`config.mk`:
```
export PLATFORM = sky130hd
export DESIGN_NAME = int2float
export DESIGN_NICKNAME = d
export VERILOG_FILES = /design/src/rtl/fpu_pkg.sv /design/src/rtl/int2float_lzc32.sv /design/src/rtl/int2float.sv
export SDC_FILE = /design/constraint.sdc
export NUM_CORES = 1
export LEC_CHECK = 0
export ABC_CLOCK_PERIOD_IN_PS = 10700
export BUFFER_PORTS_ARGS = -buffer_cell sky130_fd_sc_hd__buf_2
export CORE_ASPECT_RATIO = 0.7
export CORE_MARGIN = 10
export CORE_UTILIZATION = 35
export CTS_BUF_LIST = sky130_fd_sc_hd__clkbuf_16
export CTS_CLUSTER_DIAMETER = 100
export DETAILED_ROUTE_END_ITERATION = 10
export PLACE_DENSITY = 0.61
export SLEW_MARGIN = 20
export SYNTH_ARGS = -nofsm -noshare
export SYNTH_HDL_FRONTEND = slang
export SYNTH_SLANG_ARGS = --single-unit
```
`constraint.sdc`:
```
create_clock -name clk -period 10.7 [get_ports clk]
set_input_delay 1.605 -clock clk [delete_from_list [all_inputs] [get_ports clk]]
set_output_delay 1.605 -clock clk [all_outputs]
set_load 0.005 [all_outputs]
```
`src/rtl/fpu_pkg.sv`:
```
// Shared FPU definitions: rounding modes, fflags bit positions, binary32
// constants and the int2float FSM state type.
package fpu_pkg;

  localparam int XLEN     = 32;
  localparam int EXP_BIAS = 127;

  // fflags = {NV,DZ,OF,UF,NX}
  localparam int FFLAG_NX = 0;
  localparam int FFLAG_UF = 1;
  localparam int FFLAG_OF = 2;
  localparam int FFLAG_DZ = 3;
  localparam int FFLAG_NV = 4;

  typedef enum logic [2:0] {
    RM_RNE = 3'b000,
    RM_RTZ = 3'b001,
    RM_RDN = 3'b010,
    RM_RUP = 3'b011,
    RM_RMM = 3'b100
  } rm_e;

  typedef enum logic [1:0] {
    IDLE  = 2'd0,
    NORM  = 2'd1,
    ROUND = 2'd2,
    HOLD  = 2'd3
  } i2f_state_e;

endpackage

```
`src/rtl/int2float_lzc32.sv`:
```
// Combinational 32-bit leading-zero counter; an all-zero input counts as 32.
module lzc32 (
  input  logic [31:0] a,
  output logic [5:0]  cnt
);

  // Scan upward so the most significant set bit is the last to overwrite cnt.
  always_comb begin
    cnt = 6'd32;
    for (int i = 0; i < 32; i++) begin
      if (a[i]) cnt = 6'(31 - i);
    end
  end

endmodule

```
`src/rtl/int2float.sv`:
```
// FCVT.S.W / FCVT.S.WU: three-step integer to binary32 conversion
// (capture, normalise, round) behind a valid/ready handshake.
//
//   state | meaning
//   IDLE  | waiting for an operand, in_ready=1
//   NORM  | leading-zero count, left-justify magnitude, form exponent
//   ROUND | apply rounding increment, write result and NX
//   HOLD  | result presented until out_ready; can accept the next operand
module int2float
  import fpu_pkg::*;
(
  input  logic        clk,
  input  logic        reset,
  input  logic        flush,
  input  logic        in_valid,
  output logic        in_ready,
  input  logic [31:0] int_in,
  input  logic        is_signed,
  input  logic [2:0]  rm,
  output logic        out_valid,
  input  logic        out_ready,
  output logic [31:0] result,
  output logic [4:0]  fflags
);

  localparam logic [1:0] ST_IDLE  = IDLE;
  localparam logic [1:0] ST_NORM  = NORM;
  localparam logic [1:0] ST_ROUND = ROUND;
  localparam logic [1:0] ST_HOLD  = HOLD;

  logic [1:0]  state;
  logic        sign_q;
  logic [31:0] mag_q;
  logic [2:0]  rm_q;
  logic [30:0] norm_q;   // left-justified magnitude without its implicit leading 1
  logic [7:0]  exp_q;
  logic        zero_q;

  logic        accept;
  logic        sign_in;
  logic [31:0] mag_in;
  logic [5:0]  lz;

  logic [22:0] man;
  logic        g_bit, r_bit, s_bit, inexact, inc;
  logic [30:0] rounded;

  assign in_ready = (state == ST_IDLE) | ((state == ST_HOLD) & out_ready);
  assign accept   = in_valid & in_ready & ~flush;
  assign sign_in  = is_signed & int_in[31];
  // 0x80000000 negates to itself, which is already the correct magnitude.
  assign mag_in   = sign_in ? -int_in : int_in;

  lzc32 u_lzc (
    .a   (mag_q),
    .cnt (lz)
  );

  // Rounding increment and the single exponent+mantissa add; a mantissa
  // carry rolls naturally into the exponent field.
  always_comb begin
    man     = norm_q[30:8];
    g_bit   = norm_q[7];
    r_bit   = norm_q[6];
    s_bit   = |norm_q[5:0];
    inexact = g_bit | r_bit | s_bit;
    case (rm_q)
      RM_RTZ:  inc = 1'b0;
      RM_RDN:  inc = sign_q & inexact;
      RM_RUP:  inc = ~sign_q & inexact;
      RM_RMM:  inc = g_bit;
      default: inc = g_bit & (r_bit | s_bit | man[0]);
    endcase
    rounded = {exp_q, man} + {30'd0, inc};
  end

  // Operand capture from IDLE or back-to-back from HOLD.
  always_ff @(posedge clk or posedge reset) begin
    if (reset) begin
      sign_q <= 1'b0;
      mag_q  <= '0;
      rm_q   <= '0;
    end else if (accept) begin
      sign_q <= sign_in;
      mag_q  <= mag_in;
      rm_q   <= rm;
    end
  end

  // Control FSM plus the normalise and result registers it sequences.
  always_ff @(posedge clk or posedge reset) begin
    if (reset) begin
      state     <= ST_IDLE;
      norm_q    <= '0;
      exp_q     <= '0;
      zero_q    <= 1'b0;
      out_valid <= 1'b0;
      result    <= '0;
      fflags    <= '0;
    end else if (flush) begin
      state     <= ST_IDLE;
      out_valid <= 1'b0;
    end else begin
      case (state)
        ST_IDLE: begin
          if (accept) state <= ST_NORM;
        end
        ST_NORM: begin
          norm_q <= 31'(mag_q << lz);
          exp_q  <= 8'(EXP_BIAS + 31 - int'(lz));
          zero_q <= (mag_q == '0);
          state  <= ST_ROUND;
        end
        ST_ROUND: begin
          if (zero_q) begin
            result <= '0;
            fflags <= '0;
          end else begin
            result           <= {sign_q, rounded};
            fflags           <= '0;
            fflags[FFLAG_NX] <= inexact;
          end
          out_valid <= 1'b1;
          state     <= ST_HOLD;
        end
        default: begin
          if (out_ready) begin
            out_valid <= 1'b0;
            state     <= accept ? ST_NORM : ST_IDLE;
          end
        end
      endcase
    end
  end

endmodule
```
==> qor.csv <==
stage,metric,value,unit
run,max cap viols,0,
global_route,vias in the first global route,6253,
yosys,syn_area_per_cell,8.649,sq um
floorplanning,Std-Cell Rows,44,
cells_and_area,diode count,0,
timing,fin. max-slew vios,0,
timing,Slew headroom,27.96,%
yosys,Synth cell types,76,
power_and_ir_drop,total power,2.864,mW
critical_path,"Max FO, Critical Path",4,
yosys,top_reg_cell synth,dfrtp_1,
critical_path,CP Launch Type,input pin,
yosys,number of synthesized register bits,112,
detailed_routing,Pre-antenna DRT Iters,5,
yosys,number of flops mapped to enable cells by yosys,0,
floorplanning,area of the die,27860,sq um
detailed_routing,Routed WL,21480,um
cells_and_area,Area Overhead vs Synth,11.34,%
timing,Slew @ Worst Pin,1072,ps
global_route,global route overflow,0,
yosys,Ys Warns,0,
yosys,largest cells by area after synthesis,"dfrtp_1, mux2i_1, nand2_1",
power_and_ir_drop,P per Cell Area,341.8,nW/um^2
critical_path,kind of critical path,in -> reg,
yosys,"Seq/Total Area, Yosys",37.25,%
floorplanning,Initial Util,35.97,%
clock_network,CTS tree,built,
timing,Hold Slack,475.8,ps
critical_path,Worst Setup End Kind,flip-flop,
placed_design,Buffers on Ports,75,
critical_path,data required time of the worst path,10920,ps
detailed_routing,post-DR vias/cell,5.430,
floorplanning,I/O pin total,80,
cells_and_area,post-route insts no fill,1196,
clock_network,CTS max path bufs,2,
cells_and_area,"commonest non-fill, non-tap cells in the layout","nand2_1, dfrtp_1, o21ai_0",
yosys,"Cell Area, Synth",7525,sq um
yosys,Post-synth ARST share,100.0,%
clock_network,Worst-path clk slew,80,ps
clock_network,Worst-Skew Late Latency,370,ps
timing,Setup-failing EPs final,0,
clock_network,hold_buf cts,0,
cells_and_area,layout cells sized above 1,14.67,%
timing,RSZ-0062 raised after global routing,no,
detailed_routing,Antenna Nets Post-Route,0,
clock_network,CTS Buf Count,9,
critical_path,Crit path arrival time,4050,ps
floorplanning,Die Wd,195.3,um
yosys,"area leader, netlist",dfrtp_1,
timing,fmax,261.3,MHz
global_route,GRT Util Overall,15.30,%
detailed_routing,DR WL/cell,17.96,um
floorplanning,Core Area,20920,sq um
clock_network,Clock Tree Root,clkbuf_16,
detailed_routing,DR vias,6494,
placed_design,DP HPWL,16430,um
cells_and_area,Final Core Density,40.05,%
power_and_ir_drop,Max VDD drop,0.1543,mV
cells_and_area,layout net count,965,
yosys,Mapped Cells,870,
timing,final worst-path cycle share,35.76,%
timing,Clock Skew,10.33,ps
detailed_routing,Residual DRC,0,
floorplanning,DIE HEIGHT,142.7,um
clock_network,# H-tree levels,3,
global_route,largest net degree at the start of global routing,68,
global_route,first-pass GRT wire length,34940,um
cells_and_area,"commonest non-fill, non-tap cell in the layout",nand2_1,
placed_design,placed cells,1180,
timing,TNS Setup,0,ps
power_and_ir_drop,leakage power,3.825,nW
detailed_routing,DRT iter0 DRCs,587,
run_status,outcome,"finished, final reports clean",
min_path,Hold Path Class,reg -> reg,
yosys,top cell type's share of synthesized area,37.25,%
placed_design,Placer Congestion,0.9308,
clock_network,clk sink count,112,
clock_network,Post-CTS Setup Bufs,0,
timing,Fin. Hold Viols,0,
clock_network,post_cts resized,0,
global_route,initial antenna violation count,1,
timing,Final Critical Period,3826,ps
Yosys cell counts, types with 3 or more instances:
| cell type | number |
|---|---|
| a211oi_1 | 6 |
| a21o_1 | 4 |
| a21oi_1 | 33 |
| a221o_1 | 4 |
| a221oi_1 | 3 |
| a22o_1 | 3 |
| a22oi_1 | 4 |
| a31oi_1 | 6 |
| a32o_1 | 3 |
| and2_1 | 5 |
| and3_1 | 9 |
| buf_2 | 13 |
| buf_4 | 5 |
| clkbuf_1 | 31 |
| dfrtp_1 | 112 |
| ha_1 | 9 |
| inv_1 | 25 |
| mux2_2 | 11 |
| mux2i_1 | 67 |
| nand2_1 | 148 |
| nand2b_1 | 7 |
| nand3_1 | 24 |
| nand4_1 | 5 |
| nor2_1 | 50 |
| nor2b_1 | 4 |
| nor3_1 | 13 |
| nor4_1 | 8 |
| nor4_4 | 3 |
| o211ai_1 | 7 |
| o21a_1 | 5 |
| o21ai_0 | 89 |
| o21ai_1 | 23 |
| o22ai_1 | 4 |
| o31ai_1 | 14 |
| or3_1 | 3 |
| xnor2_1 | 27 |
| xor2_1 | 34 |
per-layer routing:
| metal | up-vias | global-route usage, % | part of all wire, % |
|---|---|---|---|
| li1 | 3176 | - | - |
| met1 | 3116 | 22.84 | 51 |
| met2 | 186 | 21.14 | 41 |
| met3 | 14 | 4.749 | 7.2 |
| met4 | 2 | 2.524 | 0.63 |
| met5 | - | 0 | 0.061 |
stage by stage:
step / setup WS [ps] / cell area, sq um
after CTS: 6890 / 8378
after floorplan: 6136 / 7536
after global routing: 6598 / 8378
final: 6874 / 8378
after global placement: 6552 / 8092
after detailed placement: 6494 / 8092
registers in the layout, summed over array words and instances, names as in the netlist:
signal     flops
mag_q         32
result        32
norm_q        31
exp_q          8
rm_q           3
state          2
fflags         1
out_valid      1
sign_q         1
zero_q         1
cells by family after synthesis:
group                    after synthesis  share of synthesized area, %
AND/OR/NAND/NOR                      299                         19.50
AO/OA/AOI/OAI                        229                         18.84
flip-flops                           112                         37.25
multiplexers                          80                         11.16
buffers and inverters                 79                         4.606
XOR/XNOR                              61                         7.100
adder cells (fa/ha/maj)                9                         1.497
other                                  1                       0.04984
worst max-delay path, stage by stage:
cell and delay [ps]:
buf_2 130, nor4_4 380, nand4_4 180, nor4_4 330, nand2_2 110, nor4_4 240, nand2_2 130, or4_4 460
o41ai_2 240, xor2_1 170, o21ai_1 70
layout make-up:
class / count / area, sq um
fillers: 2134 / 12540
multi-input cells: 682 / 4404
flip-flops and latches: 112 / 2803
repair buffers: 83 / 435.4
well taps: 276 / 345.3
clock buffers: 9 / 225.2
inverters: 27 / 103.9
clock inverters: 7 / 61.31
final timing paths:
path / from / to / slack [ps] / cells after the start
worst max-delay path: int_in[4] / mag_q[29] / 6870 / 11
worst min-delay path: result[28] / result[28] / 480 / 2
worst max register to register: mag_q[4] / norm_q[30] / 7050 / 10
worst min register to register: result[28] / result[28] / 480 / 2
max in group asynchronous: reset / norm_q[21] / 8140 / 3
min in group asynchronous: reset / result[28] / 1320 / 2
power breakdown:
group,total (mW),switching [mW],internal (mW)
clock,0.331,0.168,0.163
combinational,1.71,1.04,0.672
sequential,0.820,0.224,0.596
No activity file was read; power rests on OpenSTA's default activity.
